==> src/rtl/mem_arbiter.sv <==
`default_nettype none
// ============================================================================
// Module   : mem_arbiter
// Brief    : Two-requester (fetch / load-store) arbiter for one memory port.
//            Combinational request and response paths, one grant at a time.
// Revision : 1.0 - initial release
// ============================================================================
module mem_arbiter #(
    parameter bit LSU_PRIO = 1'b0,
    parameter int ADDR_W   = 32,
    parameter int DATA_W   = 32
) (
    input  logic              clk,
    input  logic              rst,
    // fetch request / response
    input  logic              i_if_req_valid,
    output logic              o_if_req_ready,
    input  logic [ADDR_W-1:0] i_if_req_a,
    input  logic [3:0]        i_if_req_be,
    input  logic [DATA_W-1:0] i_if_req_d,
    input  logic              i_if_req_we,
    output logic              o_if_resp_valid,
    input  logic              i_if_resp_ready,
    output logic [DATA_W-1:0] o_if_resp_data,
    // load/store request / response
    input  logic              i_lsu_req_valid,
    output logic              o_lsu_req_ready,
    input  logic [ADDR_W-1:0] i_lsu_req_a,
    input  logic [3:0]        i_lsu_req_be,
    input  logic [DATA_W-1:0] i_lsu_req_d,
    input  logic              i_lsu_req_we,
    output logic              o_lsu_resp_valid,
    input  logic              i_lsu_resp_ready,
    output logic [DATA_W-1:0] o_lsu_resp_data,
    // memory port
    output logic              o_mem_req_valid,
    input  logic              i_mem_req_ready,
    output logic [ADDR_W-1:0] o_mem_req_a,
    output logic [3:0]        o_mem_req_be,
    output logic [DATA_W-1:0] o_mem_req_d,
    output logic              o_mem_req_we,
    input  logic              i_mem_resp_valid,
    output logic              o_mem_resp_ready,
    input  logic [DATA_W-1:0] i_mem_resp_data,
    output logic              o_err_stray
);

    typedef enum logic [0:0] {
        S_IDLE = 1'b0,
        S_BUSY = 1'b1
    } state_t;

    localparam logic c_REQ_IF  = 1'b0;
    localparam logic c_REQ_LSU = 1'b1;

    state_t r_state;
    state_t w_state_nxt;
    logic   r_owner;
    logic   w_owner_nxt;
    logic   r_last_grant;
    logic   w_last_grant_nxt;
    logic   r_err_stray;

    logic   w_sel;
    logic   w_sel_valid;
    logic   w_grant;
    logic   w_stray;
    logic   w_rsp_en;
    logic   w_rsp_to;

    // Requester selection; on a tie round-robin favours whoever was not granted last.
    always_comb begin
        w_sel = c_REQ_IF;
        if (i_if_req_valid && !i_lsu_req_valid) begin
            w_sel = c_REQ_IF;
        end else if (i_lsu_req_valid && !i_if_req_valid) begin
            w_sel = c_REQ_LSU;
        end else if (i_if_req_valid && i_lsu_req_valid) begin
            if (LSU_PRIO) begin
                w_sel = c_REQ_LSU;
            end else begin
                w_sel = (r_last_grant == c_REQ_IF) ? c_REQ_LSU : c_REQ_IF;
            end
        end
    end

    assign w_sel_valid = i_if_req_valid | i_lsu_req_valid;

    always_comb begin
        w_state_nxt      = r_state;
        w_owner_nxt      = r_owner;
        w_last_grant_nxt = r_last_grant;
        w_grant          = 1'b0;
        w_stray          = 1'b0;
        w_rsp_en         = 1'b0;
        w_rsp_to         = r_owner;
        o_mem_req_valid  = 1'b0;
        o_mem_req_a      = i_if_req_a;
        o_mem_req_be     = i_if_req_be;
        o_mem_req_d      = i_if_req_d;
        o_mem_req_we     = i_if_req_we;
        o_if_req_ready   = 1'b0;
        o_lsu_req_ready  = 1'b0;

        case (r_state)
            S_IDLE: begin
                o_mem_req_valid = w_sel_valid;
                if (w_sel == c_REQ_LSU) begin
                    o_mem_req_a     = i_lsu_req_a;
                    o_mem_req_be    = i_lsu_req_be;
                    o_mem_req_d     = i_lsu_req_d;
                    o_mem_req_we    = i_lsu_req_we;
                    o_lsu_req_ready = i_mem_req_ready;
                end else begin
                    o_if_req_ready  = i_mem_req_ready;
                end
                w_grant = w_sel_valid && i_mem_req_ready;
                if (w_grant) begin
                    w_last_grant_nxt = w_sel;
                    w_owner_nxt      = w_sel;
                    w_state_nxt      = S_BUSY;
                    if (i_mem_resp_valid) begin
                        // Zero-latency reply: only stay IDLE if the requester takes it now.
                        w_rsp_en = 1'b1;
                        w_rsp_to = w_sel;
                        if ((w_sel == c_REQ_LSU) ? i_lsu_resp_ready : i_if_resp_ready) begin
                            w_state_nxt = S_IDLE;
                        end
                    end
                end else if (i_mem_resp_valid) begin
                    w_stray = 1'b1;
                end
            end
            S_BUSY: begin
                w_rsp_en = 1'b1;
                w_rsp_to = r_owner;
                if (i_mem_resp_valid && ((r_owner == c_REQ_LSU) ? i_lsu_resp_ready
                                                                : i_if_resp_ready)) begin
                    w_state_nxt = S_IDLE;
                end
            end
            default: begin
                w_state_nxt = S_IDLE;
            end
        endcase
    end

    assign o_if_resp_valid  = w_rsp_en && (w_rsp_to == c_REQ_IF)  && i_mem_resp_valid;
    assign o_lsu_resp_valid = w_rsp_en && (w_rsp_to == c_REQ_LSU) && i_mem_resp_valid;
    assign o_if_resp_data   = i_mem_resp_data;
    assign o_lsu_resp_data  = i_mem_resp_data;
    assign o_mem_resp_ready = w_stray | (w_rsp_en && ((w_rsp_to == c_REQ_LSU) ? i_lsu_resp_ready
                                                                               : i_if_resp_ready));
    assign o_err_stray      = r_err_stray;

    always_ff @(posedge clk) begin
        if (rst) begin
            r_state      <= S_IDLE;
            r_owner      <= c_REQ_IF;
            r_last_grant <= c_REQ_IF;
            r_err_stray  <= 1'b0;
        end else begin
            r_state      <= w_state_nxt;
            r_owner      <= w_owner_nxt;
            r_last_grant <= w_last_grant_nxt;
            r_err_stray  <= w_stray;
        end
    end

endmodule
`default_nettype wire

==> config.mk <==
export PLATFORM = sky130hd
export DESIGN_NAME = mem_arbiter
export DESIGN_NICKNAME = d
export VERILOG_FILES = /design/src/rtl/mem_arbiter.sv
export SDC_FILE = /design/constraint.sdc
export NUM_CORES = 1
export LEC_CHECK = 0
export CORE_AREA = 3 3 122 124
export CTS_BUF_LIST = sky130_fd_sc_hd__clkbuf_8
export CTS_CLUSTER_DIAMETER = 50
export DETAILED_ROUTE_END_ITERATION = 8
export DIE_AREA = 0 0 125 127
export GPL_ROUTABILITY_DRIVEN = 0
export SLEW_MARGIN = 25
export SYNTH_ARGS = -nofsm -noshare
export SYNTH_HDL_FRONTEND = slang
export SYNTH_SLANG_ARGS = --single-unit
export TNS_END_PERCENT = 50
==> constraint.sdc <==
create_clock -name clk -period 1.6 [get_ports clk]
set_input_delay 0.32 -clock clk [delete_from_list [all_inputs] [get_ports clk]]
set_output_delay 0.32 -clock clk [all_outputs]
set_load 0.01 [all_outputs]
==> Flow_metrics.wiki <==
{| class="wikitable"
! Metric !! Value
|-
| FF-to-FF Start || r_last_grant
|-
| Antenna Nets Post-Route || 0
|-
| Wire length of the first global-routing pass || between 10,000 and 15,000 microns
|-
| Initial core utilization || 0.1384
|-
| Data required time at the worst endpoint || 1.28 ns
|-
| Post-Syn Nets || 350
|-
| Die boundary width || ~130 microns
|-
| Detailed Place HPWL || 6487 microns
|-
| Critical Path Max Stage Delay || between 0.3 and 0.4 ns
|-
| Result of the run || complete, but fails checks
|-
| Max-cap violation count || 0
|-
| Total number of vias || 1,975
|-
| Layout cell share with drive strength beyond 1 || 0.5469
|-
| Worst r2r dst || r_state
|-
| Post-Synthesis Cells || 172
|-
| Rows || 43
|-
| Cells along the critical path || a21boi_4, nor2b_4, buf_12, buf_12, buf_6, buf_6, buf_12, mux2_4, buf_6
|-
| Sinks on Clock Net || 3
|-
| CTS root buffer || clkbuf_8
|-
| Leading post-synthesis cells by instance count || mux2_4, buf_4, buf_12
|-
| Vertical extent of the die || 127 microns
|-
| Maximum number of pins on one net before global-route repair || 11
|-
| Minimum period implied by the final worst setup slack || approximately 2.2 ns
|-
| Most common cell in the synthesized netlist || mux2_4
|-
| Violated checks || negative setup slack
|-
| H-tree levels || 1
|-
| Synth area leaders || mux2_4, buf_4, buf_12, dfxtp_1, mux2i_1
|-
| Number of design-rule violations left by the first detailed-router iteration || 36
|-
| Cell type contributing the most total cell area after synthesis || mux2_4
|-
| Leading register cell type out of synthesis || dfxtp_1
|-
| Category of the critical setup timing path || reg -> out
|-
| Final setup violation count || 73
|-
| Placeable Area || roughly 0.014 sq mm
|-
| Share of the synthesized area in the top cell type || 0.5394
|-
| Fraction of synthesis flops using an asynchronous set or reset pin || 0
|-
| Syn avg cell area || 11.17 sq um
|-
| Pin slew with the least headroom to its limit || 0.2394 ns
|-
| Achievable Freq || 464.1 MHz
|-
| Number of synthesized flops with an enable pin || 0
|-
| Sequential Area || 62.56 sq um
|-
| Clock tree buffer depth || 2
|-
| Power per Cell Area || 442.8 mW/mm^2
|-
| Register-to-register setup slack || 0.52 ns
|-
| Clock-pin slew on the worst setup and hold paths || 0.03 ns
|-
| Worst setup slack after layout || -0.5547 ns
|-
| # fillers || 1,375
|-
| Total length of routed wires || around 8000 microns
|-
| Total Power || between 1500 and 2000 uW
|-
| Worst setup EP type || output port
|-
| Cell variety after synth || 21
|-
| Multi-input gate area || 0.001230 sq mm
|-
| RSZ-0062 raised after global routing || true
|-
| Hold Violations, Final || 0
|-
| Clock Skews || 0.001636 ns
|-
| Non-filler cells in the finished layout || 553
|-
| Worst-skew pair later-pin latency || around 0.21 ns
|-
| Highest-delay cell along the critical path || dfxtp_2
|-
| DRC Markers || 0
|-
| Sequential area share after synthesis || 0.03127
|-
| Final routed wire length divided by cell count || 14.46 microns
|-
| GRT Residual Overflow || 0
|-
| Static Leakage || 0.002025 uW
|-
| Critical Path Fanout Max || 3
|-
| Count of cells along the worst register-to-register path || 5
|-
| Normalized max-slew margin || 0.8387
|-
| Overall die area || ~0.016 sq mm
|-
| Number of antenna diodes || 0
|-
| Synthesis-stage register bit count || 3
|-
| Via count of the first global-routing pass || 2,078
|-
| Capture endpoint of the worst hold path || r_last_grant
|-
| Startpoint of the tightest hold check path || i_if_req_valid
|-
| Detailed-route vias per instance || approximately 3.6
|-
| Antenna violations before repair || 0
|-
| Path category of the worst min-delay check || in -> reg
|-
| Area growth from synthesis to layout || 131.6%
|-
| Buffers on Ports || 221
|-
| Total of warnings raised by yosys || 0
|-
| Number of cells after detailed placement || 521
|-
| Hold Crit Depth || 3
|-
| CTS tree || done
|-
| Arrival time reported for the critical path endpoint || 1.83 ns
|-
| Part of the cycle the worst path needs || 1.347
|-
| Fin nets || approximately 550
|-
| Overall fraction of global-route tracks in use || 0.08804
|-
| Tightest hold margin || 0.4832 ns
|-
| Detailed-router iteration count before antenna repair || 5
|-
| IO Pins || ~320
|-
| Hold-fix buffers at CTS || 0
|-
| Launching element type of the critical path || register
|-
| Total CTS buffers || 3
|-
| Area of the mapped netlist || 0.001921 sq mm
|-
| Total Neg Setup Slack || -32.60 ns
|-
| Worst vdd rail ir drop || 706.8 uV
|-
| Max-slew violation count || 0
|}
-- cells in the final DEF (no fill, tap or decap), types with 2 or more instances in the layout --
cell type and count:
nor2_1 5, buf_12 9, mux2i_1 3, dlygate4sd2_1 2, inv_1 2, dfxtp_2 2, and2b_1 2, mux2_4 69
buf_16 3, buf_4 15, buf_8 7, clkdlybuf4s15_2 2, buf_6 79, buf_2 7, o21ai_0 3, clkbuf_8 3
clkbuf_2 3, a21oi_1 3, clkdlybuf4s50_1 142
-- state kept, by name, indices dropped and copies added (netlist names) --
| signal | cells |
|---|---|
| r_state | 1 |
| o_err_stray | 1 |
| r_last_grant | 1 |
-- critical path: cells and delay by family, from the launching register on --
family / cells / cell delay [ns]
and+or+nand+nor: 1 / 0.20
muxes: 1 / 0.30
buffers and inverters: 6 / 0.64
DFF: 1 / 0.33
AOI/OAI and AO/OA: 1 / 0.15
-- layout make-up --
cell class,count,area share
timing repair buffer,269,0.6478
multi-input combinational,96,0.2765
tap,180,0.05063
sequential,3,0.01406
clock buffer,3,0.009283
clock inverter,1,0.0008439
inverter,1,0.0008439
-- repair_timing --
item,4_1_cts,5_1_grt
resized for setup,357,51
endpoints found under the setup margin,75,74
hold endpoints to repair,0,0
setup buffers,17,10
pin swaps,1,2
gates cloned,3,0
-- kinds of logic after synthesis --
family / after synthesis / share of synthesized area
AO/OA/AOI/OAI: 9 / 0.03127
buffers and inverters: 73 / 0.3355
flip-flops: 3 / 0.03127
multiplexers: 72 / 0.5550
AND/OR/NAND/NOR: 15 / 0.04691
-- worst max path at each step --
stage	startpoint	end	depth (start not counted)
floorplan	r_last_grant	o_mem_req_a[0]	5
global placement	i_lsu_req_valid	o_mem_req_d[27]	7
detailed placement	i_lsu_req_valid	o_mem_req_d[27]	7
CTS	r_last_grant	o_mem_req_d[21]	10
global route	r_last_grant	o_mem_req_a[3]	9
finish	r_last_grant	o_mem_req_a[3]	9
-- layer usage --
layer  track usage  routed length [microns]
met4       0.01849                      149
met5             0                        0
met1       0.09470                     2716
met3       0.02007                      697
met2        0.1746                     4433
-- through the flow --
step	setup slack, ns	cell area [sq um]	utilization
3_5_place_dp	-1.048	3944	0.2841
3_3_place_gp	-1.039	3944	0.2841
5_1_grt	-0.6244	4448	0.3204
4_1_cts	-0.7099	4333	0.3122
6_report	-0.5547	4448	0.3204
2_1_floorplan	-0.004190	1922	-
-- power breakdown --
group | internal, uW | switching, uW
registers | 81.9 | 7.01
logic | 1170 | 500
clock network | 163 | 47.9
total | 1410 | 555
Note: power is estimated with default switching activity, not from simulation.
